--- config.mk ---
export PLATFORM = sky130hd
export DESIGN_NAME = price_entry_buffer_flat
export DESIGN_NICKNAME = d
export VERILOG_FILES = /design/src/rtl/price_entry_pkg.sv /design/src/rtl/price_entry_buffer_if.sv /design/src/rtl/price_digit_shifter.sv /design/src/rtl/price_entry_buffer.sv /design/src/flat_wrapper.sv
export SDC_FILE = /design/constraint.sdc
export NUM_CORES = 1
export LEC_CHECK = 0
export ABC_AREA = 0
export BUFFER_PORTS_ARGS = -buffer_cell sky130_fd_sc_hd__buf_4
export CAP_MARGIN = 10
export CORE_ASPECT_RATIO = 1.1
export CORE_UTILIZATION = 40
export CTS_CLUSTER_DIAMETER = 40
export CTS_CLUSTER_SIZE = 30
export DETAILED_ROUTE_END_ITERATION = 10
export PLACE_DENSITY = 0.73
export SKIP_CTS_REPAIR_TIMING = 1
export SLEW_MARGIN = 20
export SYNTH_ARGS = -nofsm -noshare
export SYNTH_HDL_FRONTEND = slang
export SYNTH_SLANG_ARGS = --single-unit
--- constraint.sdc ---
create_clock -name clock -period 1.9 [get_ports clock]
set_input_delay 0.285 -clock clock [delete_from_list [all_inputs] [get_ports clock]]
set_output_delay 0.285 -clock clock [all_outputs]
set_load 0.01 [all_outputs]
--- src/rtl/price_entry_pkg.sv ---
// Shared types and default key codes for the keypad price-entry buffer.
// Optional backspace support is enabled by defining PRICE_ENTRY_BACKSPACE_EN.
package price_entry_pkg;

   typedef enum logic [1:0] {
      StIdle,
      StEntry,
      StReady
   } entry_state_e;

   typedef logic [3:0] bcd_digit_t;

   localparam logic [3:0] KEY_CLEAR_DEF = 4'hF;
   localparam logic [3:0] KEY_ENTER_DEF = 4'hE;
   localparam logic [3:0] KEY_BACK_DEF  = 4'hD;

   function automatic logic is_digit(input logic [3:0] code);
      return code <= 4'd9;
   endfunction

endpackage

--- src/rtl/price_entry_buffer_if.sv ---
// Keypad-to-consumer bus of the price-entry buffer: key strobe/code in, BCD price with
// rdy/ack handshake out. The buffer uses the slave side.
interface price_entry_buffer_if #(
   parameter int unsigned NUM_DIGITS = 3
) ();

   localparam int unsigned CntW = $clog2(NUM_DIGITS + 1);

   logic [4:0]              pressed_button;
   logic                    rdy_ack;
   logic [4*NUM_DIGITS-1:0] digits;
   logic [CntW-1:0]         digit_count;
   logic                    rdy;

   modport master (
      output pressed_button,
      output rdy_ack,
      input  digits,
      input  digit_count,
      input  rdy
   );

   modport slave (
      input  pressed_button,
      input  rdy_ack,
      output digits,
      output digit_count,
      output rdy
   );

endinterface

--- src/rtl/price_digit_shifter.sv ---
// NUM_DIGITS-wide BCD shift register: shift-in at the low digit, shift-right, clear, hold.
// Clear has priority over shift-in, which has priority over shift-right.
module price_digit_shifter
   import price_entry_pkg::*;
#(
   parameter int unsigned NUM_DIGITS = 3
) (
   input  logic                    clock,
   input  logic                    reset_n,
   input  logic                    clear_i,
   input  logic                    shift_in_i,
   input  logic                    shift_right_i,
   input  bcd_digit_t              digit_i,
   output logic [4*NUM_DIGITS-1:0] digits_o
);

   localparam int unsigned W = 4 * NUM_DIGITS;

   logic [W-1:0] digits_q, digits_d;

   always_comb begin
      digits_d = digits_q;
      if (clear_i) begin
         digits_d = '0;
      end else if (shift_in_i) begin
         // Truncating cast drops the oldest digit and also covers NUM_DIGITS == 1.
         digits_d = W'({digits_q, digit_i});
      end else if (shift_right_i) begin
         digits_d = digits_q >> 4;
      end
   end

   always_ff @(posedge clock) begin
      if (!reset_n) begin
         digits_q <= '0;
      end else begin
         digits_q <= digits_d;
      end
   end

   assign digits_o = digits_q;

endmodule

--- src/rtl/price_entry_buffer.sv ---
// Collects keypad digits into a right-aligned BCD price and holds it with rdy until acked.
// Define PRICE_ENTRY_BACKSPACE_EN to make KEY_BACK drop the last digit during entry.
module price_entry_buffer
   import price_entry_pkg::*;
#(
   parameter int unsigned NUM_DIGITS  = 3,
   parameter int unsigned AUTO_COMMIT = 1,
   parameter logic [3:0]  KEY_CLEAR   = KEY_CLEAR_DEF,
   parameter logic [3:0]  KEY_ENTER   = KEY_ENTER_DEF,
   parameter logic [3:0]  KEY_BACK    = KEY_BACK_DEF
) (
   input  logic clock,
   input  logic reset_n,
   price_entry_buffer_if.slave bus
);

   localparam int unsigned    CntW   = $clog2(NUM_DIGITS + 1);
   localparam logic [CntW-1:0] CntMax = CntW'(NUM_DIGITS);

   entry_state_e    state_q, state_d;
   logic [CntW-1:0] count_q, count_d;
   logic            rdy_q, rdy_d;
   logic            sh_clear, sh_shift_in, sh_shift_right;
   logic            key_valid;
   logic [3:0]      key_code;
   logic [CntW-1:0] count_inc;

   assign key_valid = bus.pressed_button[4];
   assign key_code  = bus.pressed_button[3:0];
   assign count_inc = count_q + CntW'(1);

   always_comb begin
      state_d        = state_q;
      count_d        = count_q;
      rdy_d          = rdy_q;
      sh_clear       = 1'b0;
      sh_shift_in    = 1'b0;
      sh_shift_right = 1'b0;

      unique case (state_q)
         StReady: begin
            // Price is frozen; only the consumer's ack releases it. Keys are dropped.
            if (bus.rdy_ack) begin
               sh_clear = 1'b1;
               count_d  = '0;
               rdy_d    = 1'b0;
               state_d  = StIdle;
            end
         end
         StIdle, StEntry: begin
            if (key_valid) begin
               if (is_digit(key_code)) begin
                  if (count_q < CntMax) begin
                     sh_shift_in = 1'b1;
                     count_d     = count_inc;
                     state_d     = StEntry;
                     if (AUTO_COMMIT != 0 && count_inc == CntMax) begin
                        state_d = StReady;
                        rdy_d   = 1'b1;
                     end
                  end
               end else if (key_code == KEY_CLEAR) begin
                  sh_clear = 1'b1;
                  count_d  = '0;
                  state_d  = StIdle;
               end else if (key_code == KEY_ENTER) begin
                  if (state_q == StEntry) begin
                     state_d = StReady;
                     rdy_d   = 1'b1;
                  end
`ifdef PRICE_ENTRY_BACKSPACE_EN
               end else if (key_code == KEY_BACK) begin
                  if (state_q == StEntry) begin
                     sh_shift_right = 1'b1;
                     count_d        = count_q - CntW'(1);
                     if (count_q == CntW'(1)) begin
                        state_d = StIdle;
                     end
                  end
`else
               end else if (key_code == KEY_BACK) begin
                  // KEY_BACK has no effect in this build.
`endif
               end
            end
         end
         default: begin
            sh_clear = 1'b1;
            count_d  = '0;
            rdy_d    = 1'b0;
            state_d  = StIdle;
         end
      endcase
   end

   always_ff @(posedge clock) begin
      if (!reset_n) begin
         state_q <= StIdle;
         count_q <= '0;
         rdy_q   <= 1'b0;
      end else begin
         state_q <= state_d;
         count_q <= count_d;
         rdy_q   <= rdy_d;
      end
   end

   price_digit_shifter #(
      .NUM_DIGITS(NUM_DIGITS)
   ) u_shifter (
      .clock        (clock),
      .reset_n      (reset_n),
      .clear_i      (sh_clear),
      .shift_in_i   (sh_shift_in),
      .shift_right_i(sh_shift_right),
      .digit_i      (key_code),
      .digits_o     (bus.digits)
   );

   assign bus.digit_count = count_q;
   assign bus.rdy         = rdy_q;

endmodule

--- src/flat_wrapper.sv ---
// flat-port wrapper written by rule: the top's interface ports become plain ports
module price_entry_buffer_flat import price_entry_pkg::*;
#(
   parameter int unsigned NUM_DIGITS  = 3,
   parameter int unsigned AUTO_COMMIT = 1,
   parameter logic [3:0]  KEY_CLEAR   = KEY_CLEAR_DEF,
   parameter logic [3:0]  KEY_ENTER   = KEY_ENTER_DEF,
   parameter logic [3:0]  KEY_BACK    = KEY_BACK_DEF
)
  (clock, reset_n, bus_pressed_button, bus_rdy_ack, bus_digits, bus_digit_count, bus_rdy);
  price_entry_buffer_if #(.NUM_DIGITS(NUM_DIGITS)) bus_i ();
  input  logic clock;
  input  logic reset_n;
  input wire logic [$bits(bus_i.pressed_button)-1:0] bus_pressed_button;
  input wire logic [$bits(bus_i.rdy_ack)-1:0] bus_rdy_ack;
  output wire logic [$bits(bus_i.digits)-1:0] bus_digits;
  output wire logic [$bits(bus_i.digit_count)-1:0] bus_digit_count;
  output wire logic [$bits(bus_i.rdy)-1:0] bus_rdy;
  assign bus_i.pressed_button = bus_pressed_button;
  assign bus_i.rdy_ack = bus_rdy_ack;
  assign bus_digits = bus_i.digits;
  assign bus_digit_count = bus_i.digit_count;
  assign bus_rdy = bus_i.rdy;
  price_entry_buffer #(.NUM_DIGITS(NUM_DIGITS), .AUTO_COMMIT(AUTO_COMMIT), .KEY_CLEAR(KEY_CLEAR), .KEY_ENTER(KEY_ENTER), .KEY_BACK(KEY_BACK)) u_core (.clock(clock), .reset_n(reset_n), .bus(bus_i));
endmodule
* After elaboration in Yosys (flattened, before gate mapping)
Cells that the tools add are included.
** Storage, ports and cells
- Output and inout bits :: 15
- Logic and storage cells :: 61
- Input port bits :: 8
- Flip-flop bits (word level) :: 17
** Operators by class
- Bitwise logic cells :: 1
- Add/sub/neg operators :: 1
- Reductions and logical operators :: 6
- Equal/unequal tests :: 15
- $lt $le $gt $ge :: 2
- Mux-type cells :: 32
** Operator list (count)
- $mux 2 :: 12
- $mux 1 :: 16
- $ne 3x1->1 const B :: 3
- $eq 4x4->1 const B :: 2
- $ne 4x1->1 const B :: 2
- $pmux 2 s2 :: 2
- $reduce_and 7->1 :: 1
- $ne 3x3->1 const B :: 2
- $reduce_and 5->1 :: 1
- $eq 2x2->1 const B :: 2
- $le 4x4->1 const B :: 1
- $ne 2x2->1 const B :: 2
- $pmux 1 s2 :: 2
- $reduce_and 4->1 :: 1
- $reduce_or 2->1 :: 2
- $ne 3x2->1 const B :: 1
- $add 2x1->2 const B :: 1
- $eq 2x1->1 const B :: 1
- $logic_not 2->1 :: 1
- $lt 2x2->1 const B :: 1
- $not 1->1 :: 1

* Logic depth before layout (Yosys ltp)
- Depth in word-level cells :: 7
- Mapped depth :: 5
- Depth with buffers taken out :: 5

* Hierarchy
A second synthesis with hierarchy kept.
** Unflattened totals
- Cell total of the unflattened synthesis :: 92
- Area total of the unflattened synthesis :: 850.8 um^2
** By module, submodules not included
- price_digit_shifter :: cells each 53, instances 1, seq. area each 240.2 um^2, area an instance 529.3 um^2
- price_entry_buffer :: cells each 39, instances 1, seq. area each 100.1 um^2, area an instance 321.6 um^2

* Least setup slack after synthesis
No wires, ideal clock.
- Path kind :: flip-flop to flip-flop
- Start point :: reg u_core.count_q[0], in the netlist u_core.bus.digit_count[0]
- End point :: reg u_core.u_shifter.digits_q[10], in the netlist u_core.u_shifter.digits_o[10]
- Setup slack :: 0.521 ns
- Cell stages (with the launch flop) :: 6
- Path buffers :: 1
- Clock period less this slack :: 1.379 ns
- Arrival :: 1.259 ns
- Required time :: 1.780 ns
- Cell sequence :: dfxtp_1 -> ha_1 -> or3_4 -> buf_6 -> nand2_1 -> a21oi_1
** Between the ends
- Cells in the longest elaborated chain, start to end :: 5
** RTL lines
- from (decl) :: line price_entry_buffer.sv:21 : logic [CntW-1:0] count_q, count_d;
- from (signal assigned) :: line price_entry_buffer.sv:103 : count_q <= count_d;
- $lt 2x2->1 :: line price_entry_buffer.sv:53 : if (count_q < CntMax) begin
- $mux 1 :: line price_entry_buffer.sv:53
- $mux 1 :: line price_entry_buffer.sv:52 : if (is_digit(key_code)) begin
- $mux 1 :: line price_entry_buffer.sv:51 : if (key_valid) begin
- $mux 1 :: line price_entry_buffer.sv:40 : unique case (state_q)
- to (signal assigned) :: line price_digit_shifter.sv:37 : digits_q <= digits_d;
- to (decl) :: line price_digit_shifter.sv:19 : logic [W-1:0] digits_q, digits_d;
Every way passes these cells.
A chain may end at the register's enable or synchronous reset.

* Worst setup path after layout
- Start point :: reg u_core.state_q[1]
- End point :: reg u_core.u_shifter.digits_q[3], in the netlist u_core.u_shifter.digits_o[3]
** Between the ends
- Cells in the longest elaborated chain, start to end :: 4
- Elaborated cells on any way between the ends :: 7
- Those cells by class :: eq/ne (2); mux (2); reduce/logical (3)
** RTL lines
- from (decl) :: line price_entry_buffer.sv:20 : entry_state_e state_q, state_d;
- from (signal assigned) :: line price_entry_buffer.sv:98 : state_q <= StIdle;
- from (signal assigned) :: line price_entry_buffer.sv:102 : state_q <= state_d;
- $eq 2x1->1 / $logic_not 2->1 (equally long branches) :: line price_entry_buffer.sv:40
- $reduce_or 2->1 :: line price_entry_buffer.sv:40
- $pmux 1 s2 :: line price_entry_buffer.sv:40
- $reduce_or 2->1 (no line)
Several ways; a longest one is shown, not always the timed one.

==> reports/results.ini <==
[status]
status = finished, final reports clean

[setup_path]
r2r_start = u_core.state_q[1]
arrival_ns = 1.65
rr_endpoint = u_core.u_shifter.digits_o[3]
r2r_slack_ns = 0.40
crit_path_end = u_core.u_shifter.digits_o[3]
critical_path_class = flip-flop to flip-flop
start_kind = flip-flop
reg2regPathDepth = 3
crit_start = u_core.state_q[1]
cp_max_fo = 12
worstPathRequired_ns = 2.04
endpoint_kind = flip-flop

[timing]
post-route-min-period_ns = 1.50
setup_violations = 0
hold_ws_ns = 0.212
report.final.slew_viol_count = 0
tightest_slew_ns = 0.859
final-hold-violation-count = 0
min_period_over_period_pct = 79.2
rsz0062_at_grt = false
fmax_mhz = 665
relSlewSlack_pct = 42.5
fin_ws_ns = 0.396
tns_ns = 0
skew_ns = 0.00326

[synth]
seq_area_frac_synth_pct = 41.7
synth_adder_area_share_pct = 3.07
synthXorXnorAreaFrac_pct = 0
synth_top_family_by_area = compound AO/OA/AOI/OAI gates
yosysWarnings = 0
synth.top_cell.area_share_pct = 41.7
mappedNetlistNets = 105
synth-simple-area-share_pct = 24.4
synth_seq_cells = 17
synth_compound_area_share_pct = 24.4
muxShareOfSynthArea_pct = 1.23
synth_top_cell_by_area = dfxtp_1
syn_area_per_cell_um2 = 8.59
ys_top_cells_by_area = dfxtp_1, nand2_1, a21oi_1, ha_1, nand2_2
synth_cell_types = 32
syn_area_um2 = 816
synthCells = 95

[route]
vias = 758
vias_per_cell = 5.23
drt_pre_antenna_iters = 4
drtIter0Drc = 25
post_drt_wl_per_cell_um = 11.1
drcViolationCount = 0
wl_um = 1610
drtAntennaViolNets = 0

[placed_design]
place_congestion = 0.854
dpl_worst_slack_ns = 0.369
numPortBuffers = 22
placed_cell_area_um2 = 995
dp_cells = 141
post-dp-hpwl_um = 1210

[floorplanning]
initial_utilization_pct = 44.3
core_um2 = 1840
die_x_um = 45.1
std_cell_rows = 16
die_area_um2 = 2220
die_y_um = 49.4
io_pins = 23

[final_layout]
drive_gt1_share_pct = 29.7
n_antenna_cell = 0
finalInstanceArea_um2 = 1020
final_cells = 145
fill_cells = 174
nNetsFinal = 129
area_growth_pct = 25.3

[run]
max-cap-violations = 0

[cts]
cts_tree = done
cts_sinks = 17
clk_pin_slew_ns = 0.09
h-tree-depth = 1
root_buffer = clkbuf_4
clockBufferDepth = 2
insertion_delay_ns = 0.29
cts-buffers-inserted = 3

[global_routing]
overflow = 0
grt_pass1_vias = 612
grt_pass1_wl_um = 2580
antenna_found_initial = 0
grt_max_degree = 14
grt_use_total_pct = 15.7

[worst_hold_path]
hold_class = input port to flip-flop

[power_and_ir_drop]
powerDensity_nw_per_um2 = 697
ir_drop_mv = 0.525
p_leak_nw = 0.411

[synth_stat cells (all sizes together)]
library cell  instances
o31ai                 2
nand4                 1
o21a                  3
a222oi                1
o2111ai               2
nand3b                1
inv                   4
o21ai                 2
a21oi                13
nand4b                1
nand3                 1
clkbuf                1
nor3                  2
o32ai                 1
o211ai                3
ha                    2
o211a                 1
nand2b                1
nor2                  2
a32o                  1
mux2i                 1
nand2                27
or3                   1
nor2b                 1
buf                   3
dfxtp                17
[flip-flops by register name (all words and copies together) (netlist names)]
name,flops
u_core.u_shifter.digits_o,12
u_core.state_q,2
u_core.bus.rdy,1
u_core.bus.digit_count,2
[metrics by stage]
step	utilization [%]	power [mW]
after floorplan	-	0.481
after detailed placement	54.0	0.531
after global routing	55.5	0.759
after CTS	55.5	0.724
final	55.5	0.713
after global placement	54.0	0.528
[routing by layer]
| metal | up-vias | GRT usage (%) | part of all wire, % |
|---|---|---|---|
| met5 | - | 0 | 0 |
| met3 | 0 | 6.67 | 6.1 |
| li1 | 387 | - | - |
| met1 | 344 | 19.0 | 45 |
| met4 | 0 | 3.03 | 0 |
| met2 | 27 | 25.4 | 48 |
[where the power goes]
group          leakage (nW)  internal [mW]  switching [mW]  total [mW]
clock                0.0177         0.0783           0.112       0.191
sequential            0.138          0.373          0.0165       0.389
combinational         0.255         0.0611          0.0716       0.133
[critical path: stages, from the launching register on]
cell,delay [ns]
dfxtp_1,0.38
nand2b_4,0.19
o211ai_1,0.69
a21oi_1,0.09
[logic make-up (layout without fill, tap and decap cells)]
group,count (synthesis),after routing
compound gates,29,29
fa+ha+maj,2,2
buf+inv,8,31
flops,17,17
mux,1,1
simple gates,38,38
[layout make-up]
| cell class | instances | area (µm²) | area share (%) |
|---|---|---|---|
| clock inverters | 1 | 5.00 | 0.490 |
| clock buffers | 3 | 22.5 | 2.20 |
| flip-flops and latches | 17 | 340 | 33.3 |
| multi-input cells | 70 | 433 | 42.4 |
| repair buffers | 23 | 173 | 16.9 |
| inverters | 4 | 15.0 | 1.47 |
| well taps | 27 | 33.8 | 3.30 |
[placed cells by master (no fill, tap or decap), types with 2 or more instances in the layout]
cell	n
a21oi_1	13
buf_4	23
clkbuf_4	3
dfxtp_1	17
ha_1	2
inv_1	4
nand2_1	23
nand2_2	4
nor2_1	2
o2111ai_1	2
o211ai_1	3
o21a_1	2
o31ai_1	2
[worst min-delay path by stage]
stage,cells after the start,from,to
final,2,bus_rdy_ack,u_core.state_q[1]
after floorplan,1,bus_rdy_ack,u_core.state_q[1]
after global placement,2,u_core.u_shifter.digits_o[10],u_core.u_shifter.digits_o[10]
after global routing,2,bus_rdy_ack,u_core.state_q[1]
after detailed placement,2,u_core.u_shifter.digits_o[10],u_core.u_shifter.digits_o[10]
after CTS,2,bus_rdy_ack,u_core.state_q[1]
No activity file was read; power rests on OpenSTA's default activity.
